===== src/rtl/seq_detector_1101.sv =====
// Serial bit-stream detector for the fixed pattern 1101 (oldest bit first).
// Overlapping matches are reported; the pulse is registered, one cycle wide.
module seq_detector_1101 (
  input  logic clk,
  input  logic rst,
  input  logic din,
  output logic detected
);

  // Each state names the longest suffix of the stream that is still a prefix of 1101.
  typedef enum logic [1:0] {
    IDLE  = 2'b00,
    S_1   = 2'b01,
    S_11  = 2'b10,
    S_110 = 2'b11
  } state_t;

  state_t r_state;
  state_t w_next_state;
  logic   r_detected;
  logic   w_detect_next;

  // NOTE: sequential state uses non-blocking assignments so every flop samples
  // the pre-edge values, independent of statement order.
  always_ff @(posedge clk or posedge rst) begin
    if (rst) begin
      r_state    <= IDLE;
      r_detected <= 1'b0;
    end else begin
      r_state    <= w_next_state;
      r_detected <= w_detect_next;
    end
  end

  // NOTE: defaults are assigned before the case so no path leaves a signal
  // unassigned, which would otherwise infer a latch.
  always_comb begin
    w_next_state  = IDLE;
    w_detect_next = 1'b0;
    case (r_state)
      IDLE:    w_next_state = din ? S_1  : IDLE;
      S_1:     w_next_state = din ? S_11 : IDLE;
      S_11:    w_next_state = din ? S_11 : S_110;
      S_110: begin
        // The closing 1 also starts the next candidate match.
        w_next_state  = din ? S_1 : IDLE;
        w_detect_next = din;
      end
      default: begin
        w_next_state  = IDLE;
        w_detect_next = 1'b0;
      end
    endcase
  end

  assign detected = r_detected;

endmodule


===== config.mk =====
export PLATFORM = sky130hd
export DESIGN_NAME = seq_detector_1101
export DESIGN_NICKNAME = d
export VERILOG_FILES = /design/src/rtl/seq_detector_1101.sv
export SDC_FILE = /design/constraint.sdc
export NUM_CORES = 1
export LEC_CHECK = 0
export BUFFER_PORTS_ARGS = -buffer_cell sky130_fd_sc_hd__buf_2
export CORE_AREA = 8 8 45 47
export DETAILED_ROUTE_END_ITERATION = 16
export DIE_AREA = 0 0 53 55
export PLACE_DENSITY_LB_ADDON = 0.08
export SLEW_MARGIN = 20
export SYNTH_ARGS = -nofsm -noshare
export SYNTH_HDL_FRONTEND = slang
export SYNTH_SLANG_ARGS = --single-unit

===== constraint.sdc =====
create_clock -name clk -period 1 [get_ports clk]
set_input_delay 0.1 -clock clk [delete_from_list [all_inputs] [get_ports clk]]
set_output_delay 0.1 -clock clk [all_outputs]
set_load 0.1 [all_outputs]

==> run_results.csv, run 1 <==
group,metric,value,unit
job,cap_viol_max_count,0,
synthesis,synth.cell_area,156,sq um
global_routing,antenna_found_initial,0,
sta,rsz0062_at_grt,"true",
floorplanning,dieArea,2920,sq um
sta,fin_crit_sh,108,%
cts,root_buffer,"clkbuf_4",
setup_path,cp.arrival,1.18,ns
route,post_drt_wl_per_cell,7.92,um
cts,clkLatencyLatePin,0.23,ns
synthesis,synth_fa_ha_area_share,24.0,%
finish,filler_cell_count,154,
route,drt_iter0_markers,0,
global_routing,grt_pass1_vias,124,
cts,cts.sinks,3,
finish,layout_common_cells,"inv_1, ha_1, clkbuf_4, dfrtp_1",
global_routing,grt_max_degree,4,
cts,path_clk_slew,0.04,ns
sta,fmax,0.929,GHz
finish,syn_to_final_growth,64.8,%
sta,period_minus_slack,1.08,ns
global_routing,grt_overflow,0,
synthesis,yosysWarnings,0,
sta,worst_pin_slew,0.132,ns
global_routing,grt_pass1_wl,524,um
synthesis,yosys.area.top_type,"dfrtp_1",
route,drc_errors,0,
finish,fin_cells,38,
synthesis,synth.distinct_cells,6,
setup_path,endpoint_kind,"flop",
synthesis,ys_seq_area_share,48.0,%
synthesis,synthXorXnorAreaFrac,0,%
synthesis,synth_area_leaders,"dfrtp_1, ha_1, mux2_4",
run_status,status,"complete, but fails checks",
sta,max_slew_margin,91.2,%
synthesis,avgSynthCellArea,13.0,sq um
power,switching_power,201,uW
sta,setup_ws,-0.0764,ns
route,drt-total-wl,301,um
setup_path,crit_type,"flop to flop",
route,viasPerCell,2.79,
floorplanning,die_width,53,um
synthesis,ys_ff_latch,3,
power,switching_share,30.2,%
placement,gp_congestion,0.565,
cts,tritoncts.num_buffers,3,
sta,setup-violations-final,2,
sta,hold_viol,0,
cts,cts_resized,0,
cts,clock_path_buffers,2,
synthesis,synth_mux_area_share,16.8,%
setup_path,worstPathRequired,1.11,ns
floorplanning,coreArea,1380,sq um
route,vias,106,
setup_path,cp_max_fo,3,
placement,dpl.cell_count,32,
sta,tns,-0.135,ns
synthesis,synth_cells,12,
finish,final_area,258,sq um
synthesis,synth_compound_area_share,0,%
run_status,violations,"setup timing",
power,intPower,465,uW
power,p_comb_share,38.6,%
sta,drv_slew,0,
floorplanning,rows,14,
hold_path,min_path_type,"input port to flop",
synthesis,syn_nets,18,
setup_path,start_kind,"flop",
floorplanning,dieHeight,55,um
floorplanning,boundaryPins,4,
placement,place_area,214,sq um
power,power_density,2580,nW/um^2
route,drtAntennaViolNets,0,
power,p_leak,0.000136,uW
power,p_clk_share,30.8,%
cts,cts_tree,"yes",
floorplanning,initial_utilization,11.3,%
power,vdd_ir_drop_max,0.578,mV
synthesis,synth_top_cell_area_share,48.0,%
power,seq_power_share,30.6,%
finish,drive_above_1_share,45.5,%
finish,antenna_cells,0,
placement,port_buffers,3,
synthesis,yosys.area_share.simple,4.00,%
sta,fin_skew,0.00209,ns
cts,htreeDepth,1,
global_routing,track_usage,2.62,%
route,drtPass1Iterations,1,
synthesis,synth_top_family_by_area,"adder cells",
finish,layout.nets,29,
through the flow:
step	total power (uW)	setup WS, ns	util [%]	hold slack [ns]
floorplan	348	-0.0242	-	-0.146
global placement	445	-0.0883	15.5	-0.0325
finish	666	-0.0764	18.6	0.151
CTS	669	-0.0894	18.1	0.149
global route	741	-0.120	18.6	0.148
detailed placement	448	-0.0846	15.5	-0.0336
cells in the mapped netlist:
library cell  instances
mux2_4                1
mux2_2                1
inv_1                 3
ha_1                  3
dfrtp_1               3
and2_1                1
path summary, 6_finish.rpt:
kind	start	slack [ns]	depth (start not counted)	to
max	r_state[1]	-0.08	2	r_state[0]
min	din	0.15	2	detected
max reg2reg	r_state[1]	-0.08	2	r_state[0]
min reg2reg	r_state[1]	0.70	2	r_state[0]
max in group asynchronous	rst	0.60	3	r_state[1]
min in group asynchronous	rst	0.28	3	detected
critical path, cell delays in order (launching register included):
cell and delay, ns:
dfrtp_1 0.40, ha_1 0.30, mux2_4 0.25
layer usage:
metal	global-route usage (%)	share of wire, %
met3	1.07	9.3
met1	3.04	47
met2	3.52	43
met5	0	0
met4	2.59	0
sequential cells by signal, summed over array words and instances, names as in the netlist:
signal / count
detected: 1
r_state: 2
kinds of logic after synthesis:
| logic type | Yosys count |
|---|---|
| mux | 2 |
| flops | 3 |
| simple gates | 1 |
| fa+ha+maj | 3 |
| buf+inv | 3 |
what timing repair did:
item                       in CTS  in global routing
setup endpoints to repair       2                  3
buffers inserted                0                  1
hold buffers                    1                  0
hold endpoints to repair        3                  0
cloned                          0                  0
area by class of cell:
type	instances	area, sq um	area share, %
Clock buffer	4	26.3	10.2
Inverter	3	11.3	4.37
Multi-Input combinational cell	6	70.1	27.2
Sequential cell	3	75.1	29.1
Tap cell	16	20.0	7.77
Timing Repair Buffer	6	55.1	21.4
power groups by stage:
stage / registers [uW] / clock network [uW] / logic (uW)
floorplan: 231 / 0 / 118
global placement: 212 / 0 / 233
detailed placement: 209 / 0 / 239
CTS: 207 / 219 / 242
global route: 209 / 240 / 293
finish: 204 / 205 / 257
Note: power is estimated with default switching activity, not from simulation.
==> run 2, diff against run 1 <==
Settings changed: BUFFER_PORTS_ARGS -buffer_cell sky130_fd_sc_hd__buf_2 to -buffer_cell sky130_fd_sc_hd__buf_4, CELL_PAD_IN_SITES_DETAIL_PLACEMENT from default to 1, CELL_PAD_IN_SITES_GLOBAL_PLACEMENT from default to 1.
==> run 2 against run 1 <==
The flow still finishes with violations (setup timing); first-iteration DRC count stayed put; critical path depth stayed put; clock power is 5% higher; sequential power is 2% lower; die area stayed put; design area is 3.4% lower; via count is 3.8% higher; hold slack worse by 0.028 ns; cell count is 2.6% lower; fmax hardly changed; critical endpoint unchanged; largest cell class is now multi-input gates; largest power group unchanged.
==> run_results.csv, run 2 (same netlist as run 1, synthesis figures left out) <==
group,metric,value,unit
run_status,status,"complete, but fails checks",
run_status,violations,"setup timing",
floorplanning,coreArea,1380,sq um
hold_path,min_path_type,"input port to flop",
finish,final_common_cell,"buf_4",
floorplanning,boundaryPins,4,
finish,regMostFlops,"r_state",
setup_path,critical_path_buf_inv_count,0,
setup_path,cp_max_fo,3,
finish,syn_to_final_growth,59.2,%
setup_path,start_kind,"flop",
sta,worst_pin_slew,0.279,ns
cts,cts.sinks,3,
route,drtPass1Iterations,1,
finish,seq_area,75.1,sq um
global_routing,grt_pass1_vias,132,
floorplanning,dieArea,2920,sq um
placement,gp_congestion,0.582,
global_routing,track_usage,3.12,%
setup_path,slowest_delay,0.40,ns
setup_path,path_cells,"ha_1, mux2_4",
setup_path,reg2reg_slack,-0.08,ns
setup_path,cp.arrival,1.19,ns
power,p_clk_share,32.8,%
setup_path,worstPathRequired,1.12,ns
global_routing,grt_overflow,0,
finish,layout_common_cells,"buf_4, inv_1, clkbuf_4, dfrtp_1",
route,drt_iter0_markers,0,
global_routing,grt_pass1_wl,524,um
sta,rsz0062_at_grt,"true",
setup_path,cp.depth,2,
sta,drv_slew,0,
cts,path_clk_slew,0.04,ns
finish,antenna_cells,0,
sta,period_minus_slack,1.08,ns
sta,holdWs,0.123,ns
global_routing,antenna_found_initial,0,
route,drt-total-wl,320,um
finish,layout.nets,28,
setup_path,cp-endpoint,"r_state[0]",
job,cap_viol_max_count,0,
cts,cts_tree,"yes",
power,p_comb_share,37.0,%
power,switching_power,206,uW
finish,multi_input_area,76.3,sq um
hold_path,min_from,"din",
power,power_density,2650,nW/um^2
setup_path,r2r-end,"r_state[0]",
finish,drive_above_1_share,47.6,%
cts,clock_path_buffers,2,
floorplanning,initial_utilization,11.3,%
power,p_leak,0.000132,uW
setup_path,r2r_cells,2,
floorplanning,dieHeight,55,um
route,viasPerCell,2.97,
sta,setup-violations-final,2,
finish,fin_cells,37,
floorplanning,rows,14,
setup_path,crit_family,"flip-flops",
sta,fin_crit_sh,108,%
sta,max_slew_margin,81.5,%
setup_path,startpoint,"r_state[1]",
floorplanning,die_width,53,um
power,intPower,453,uW
setup_path,r2r-start,"r_state[1]",
cts,tritoncts.num_buffers,3,
cts,root_buffer,"clkbuf_4",
setup_path,endpoint_kind,"flop",
global_routing,grt_max_degree,4,
sta,fmax,0.930,GHz
cts,htreeDepth,1,
route,drtAntennaViolNets,0,
setup_path,cpMaxStageDelayCell,"dfrtp_1",
finish,filler_cell_count,158,
route,vias,110,
power,seq_power_share,30.2,%
finish,largest_reg_flops,2,
sta,setup_ws,-0.0754,ns
route,drc_errors,0,
sta,hold_viol,0,
route,post_drt_wl_per_cell,8.65,um
power,switching_share,31.2,%
power,vdd_ir_drop_max,0.826,mV
sta,fin_skew,0.00196,ns
placement,port_buffers,3,
placement,dpl.cell_count,31,
cts,clkLatencyLatePin,0.24,ns
setup_path,crit_type,"flop to flop",
[run 2: cell types whose count changed in the layout (fill, tap and decap cells not counted), sizes merged]
cell	before	now
buf	5	4
[run 2: final cells by class]
class                      instances  share of cell area, %
clock buffer                       4                   10.6
inverter                           3                   4.52
multi-input combinational          6                   30.7
sequential                         3                   30.2
tap                               16                   8.04
timing repair buffer               5                   16.1
[run 2: how the worst min path moves through the flow]
| stage | to | cells past startpoint |
|---|---|---|
| after detailed placement | detected | 2 |
| after CTS | detected | 2 |
| final | detected | 2 |
| after floorplan | detected | 1 |
| after global routing | detected | 2 |
| after global placement | detected | 2 |
[run 2: repair_timing]
item	4_1_cts	5_1_grt
endpoints found under the hold margin	3	0
gates cloned	0	0
endpoints found under the setup margin	2	2
gates resized for setup	1	1
hold buffers	1	0
pin swaps	0	0
setup buffers	0	1
[run 2: per-stage QoR]
step           TNS [ns]  total power (uW)  setup slack [ns]  utilization (%)  area [sq um]
2_1_floorplan   -0.0242               348           -0.0242                -           156
3_3_place_gp     -0.154               402           -0.0796             14.4           199
3_5_place_dp     -0.164               406           -0.0889             14.4           199
4_1_cts          -0.186               639           -0.0939             17.2           238
5_1_grt          -0.187               712            -0.105             18.0           249
6_report         -0.124               659           -0.0754             18.0           249
[run 2: routing by layer]
layer / track usage, % / vias up / wire length [um]
li1: - / 53 / -
met2: 3.32 / 6 / 142
met5: 0 / - / 0
met4: 3.88 / 0 / 0
met1: 2.75 / 51 / 128
met3: 3.48 / 0 / 49
[run 2: power by group through the flow]
stage	clock, uW	sequential (uW)	combinational [uW]
2_1_floorplan	0	231	118
3_3_place_gp	0	209	193
3_5_place_dp	0	206	200
4_1_cts	228	204	207
5_1_grt	243	207	262
6_report	216	199	244
==> run 3, diff against run 2 <==
Settings changed: BUFFER_PORTS_ARGS -buffer_cell sky130_fd_sc_hd__buf_4 to default, DONT_BUFFER_PORTS from default to 1.
==> run 3 against run 2 <==
The flow still finishes with violations (setup timing); total power rose by 0.47%; highest routed layer is now met4; hold slack lost 0.11 ns; sequential power up 2%; die area is the same; register-to-register slack hardly changed; combinational power grew 3%; non-clock buffer count down 1; sequential cell count is the same; via count is the same; core utilization rose by 0.54 points.
==> run_results.csv, run 3 (same netlist as run 1, synthesis figures left out) <==
group,metric,value,unit
run_status,status,"complete, but fails checks",
run_status,violations,"setup timing",
global_routing,grt_overflow,0,
global_routing,antenna_found_initial,0,
floorplanning,dieHeight,55,um
job,cap_viol_max_count,0,
sta,tns,-0.112,ns
route,vias,110,
finish,layout.nets,27,
placement,port_buffers,0,
sta,period_minus_slack,1.07,ns
floorplanning,coreArea,1380,sq um
setup_path,cp_max_fo,3,
route,post_drt_wl_per_cell,8.94,um
finish,syn_to_final_growth,64.0,%
sta,rsz0062_at_grt,"true",
setup_path,crit_type,"flop to flop",
sta,max_slew_margin,91.9,%
power,vdd_ir_drop_max,0.544,mV
power,p_comb_share,38.0,%
power,seq_power_share,30.7,%
floorplanning,initial_utilization,11.3,%
finish,filler_cell_count,156,
floorplanning,boundaryPins,4,
global_routing,met3_usage,3.48,%
global_routing,grt_pass1_wl,510,um
power,p_leak,0.000129,uW
route,drtAntennaViolNets,0,
route,drtPass1Iterations,2,
route,viasPerCell,3.06,
sta,drv_slew,0,
route,drc_errors,0,
setup_path,path_cells,"inv_1, ha_1, mux2_4",
route,drt-total-wl,322,um
setup_path,endpoint_kind,"flop",
power,p_clk_share,31.3,%
placement,dpl.cell_count,30,
power,intPower,464,uW
sta,fin_skew,0.000784,ns
setup_path,cp.arrival,1.18,ns
finish,largest_reg_flops,2,
cts,htreeDepth,1,
setup_path,reg2reg_slack,-0.07,ns
cts,cts_tree,"yes",
setup_path,worstPathRequired,1.11,ns
cts,cts.sinks,3,
sta,setup_ws,-0.0691,ns
floorplanning,dieArea,2920,sq um
hold_path,min_path_type,"input port to flop",
sta,worst_pin_slew,0.122,ns
sta,setup-violations-final,2,
cts,clock_path_buffers,2,
global_routing,grt_max_degree,4,
finish,fin_cells,36,
setup_path,start_kind,"flop",
cts,tritoncts.num_buffers,3,
power,power_density,2580,nW/um^2
setup_path,cpMaxStageDelayCell,"dfrtp_1",
global_routing,grt_pass1_vias,128,
sta,fmax,0.935,GHz
global_routing,top_usage_layer,"met4",
cts,root_buffer,"clkbuf_4",
finish,antenna_cells,0,
sta,fin_crit_sh,107,%
global_routing,gr-usage-met2,3.13,%
finish,regMostFlops,"r_state",
placement,gp_congestion,0.544,
finish,drive_above_1_share,40.0,%
sta,hold_viol,0,
setup_path,slowest_delay,0.37,ns
global_routing,globalRouteMet1Util,2.44,%
route,drt_iter0_markers,1,
power,switching_share,30.0,%
floorplanning,rows,14,
global_routing,track_usage,3.12,%
floorplanning,die_width,53,um
finish,layout_common_cells,"inv_1, clkbuf_4, dfrtp_1",
power,switching_power,198,uW
cts,clkLatencyLatePin,0.23,ns
cts,path_clk_slew,0.03,ns
-- run 3: cell count changes in the layout (fill, tap and decap cells not counted) --
cell           previous run  this run
buf_4                     4         1
dlygate4sd3_1             1         2
buf_12                    0         1
-- run 3: what timing repair did --
action | CTS | global route
setup buffers | 0 | 0
hold buffers | 2 | 0
gates resized for setup | 0 | 2
endpoints found under the setup margin | 2 | 2
endpoints found under the hold margin | 4 | 0
-- run 3: stage by stage --
step | power, uW | utilization, % | cell area [sq um] | setup WS, ns | hold slack, ns
after floorplan | 348 | - | 156 | -0.0242 | -0.146
after global placement | 437 | 14.7 | 204 | -0.0737 | -0.138
after detailed placement | 444 | 14.7 | 204 | -0.0853 | -0.132
after CTS | 669 | 18.1 | 250 | -0.0903 | 0.0193
after global routing | 726 | 18.5 | 256 | -0.122 | 0.00230
final | 662 | 18.5 | 256 | -0.0691 | 0.0177
-- run 3: area by class of cell --
type	count	area, sq um	area share, %
multi-input combinational	6	76.3	29.8
inverter	3	11.3	4.39
timing repair buffer	4	47.5	18.5
tap	16	20.0	7.80
clock buffer	4	26.3	10.2
sequential	3	75.1	29.3
-- run 3: metal layers --
layer | part of all wire (%) | vias to the layer above
li1 | - | 52
met1 | 37 | 49
met2 | 41 | 7
met3 | 14 | 2
met4 | 7.5 | 0
met5 | 0 | -
-- run 3: path summary, 6_finish.rpt --
kind,start,to,depth (start not counted)
worst max-delay path,r_state[0],r_state[0],3
worst min-delay path,din,r_state[1],1
worst max register to register,r_state[0],r_state[0],3
worst min register to register,r_state[1],detected,2
max in group asynchronous,rst,r_state[0],2
min in group asynchronous,rst,detected,2
-- run 3: critical path, delay by kind of cell (launching register included) --
kind	cells	cell delay, ns
DFF	1	0.37
adders and majority gates	1	0.27
buffers and inverters	1	0.06
muxes	1	0.25
-- run 3: power by group through the flow --
stage / Sequential [uW] / Clock (uW) / Combinational [uW]
6_report: 203 / 208 / 252
5_1_grt: 211 / 238 / 277
4_1_cts: 208 / 220 / 242
3_5_place_dp: 209 / 0 / 234
3_3_place_gp: 211 / 0 / 226
2_1_floorplan: 231 / 0 / 118
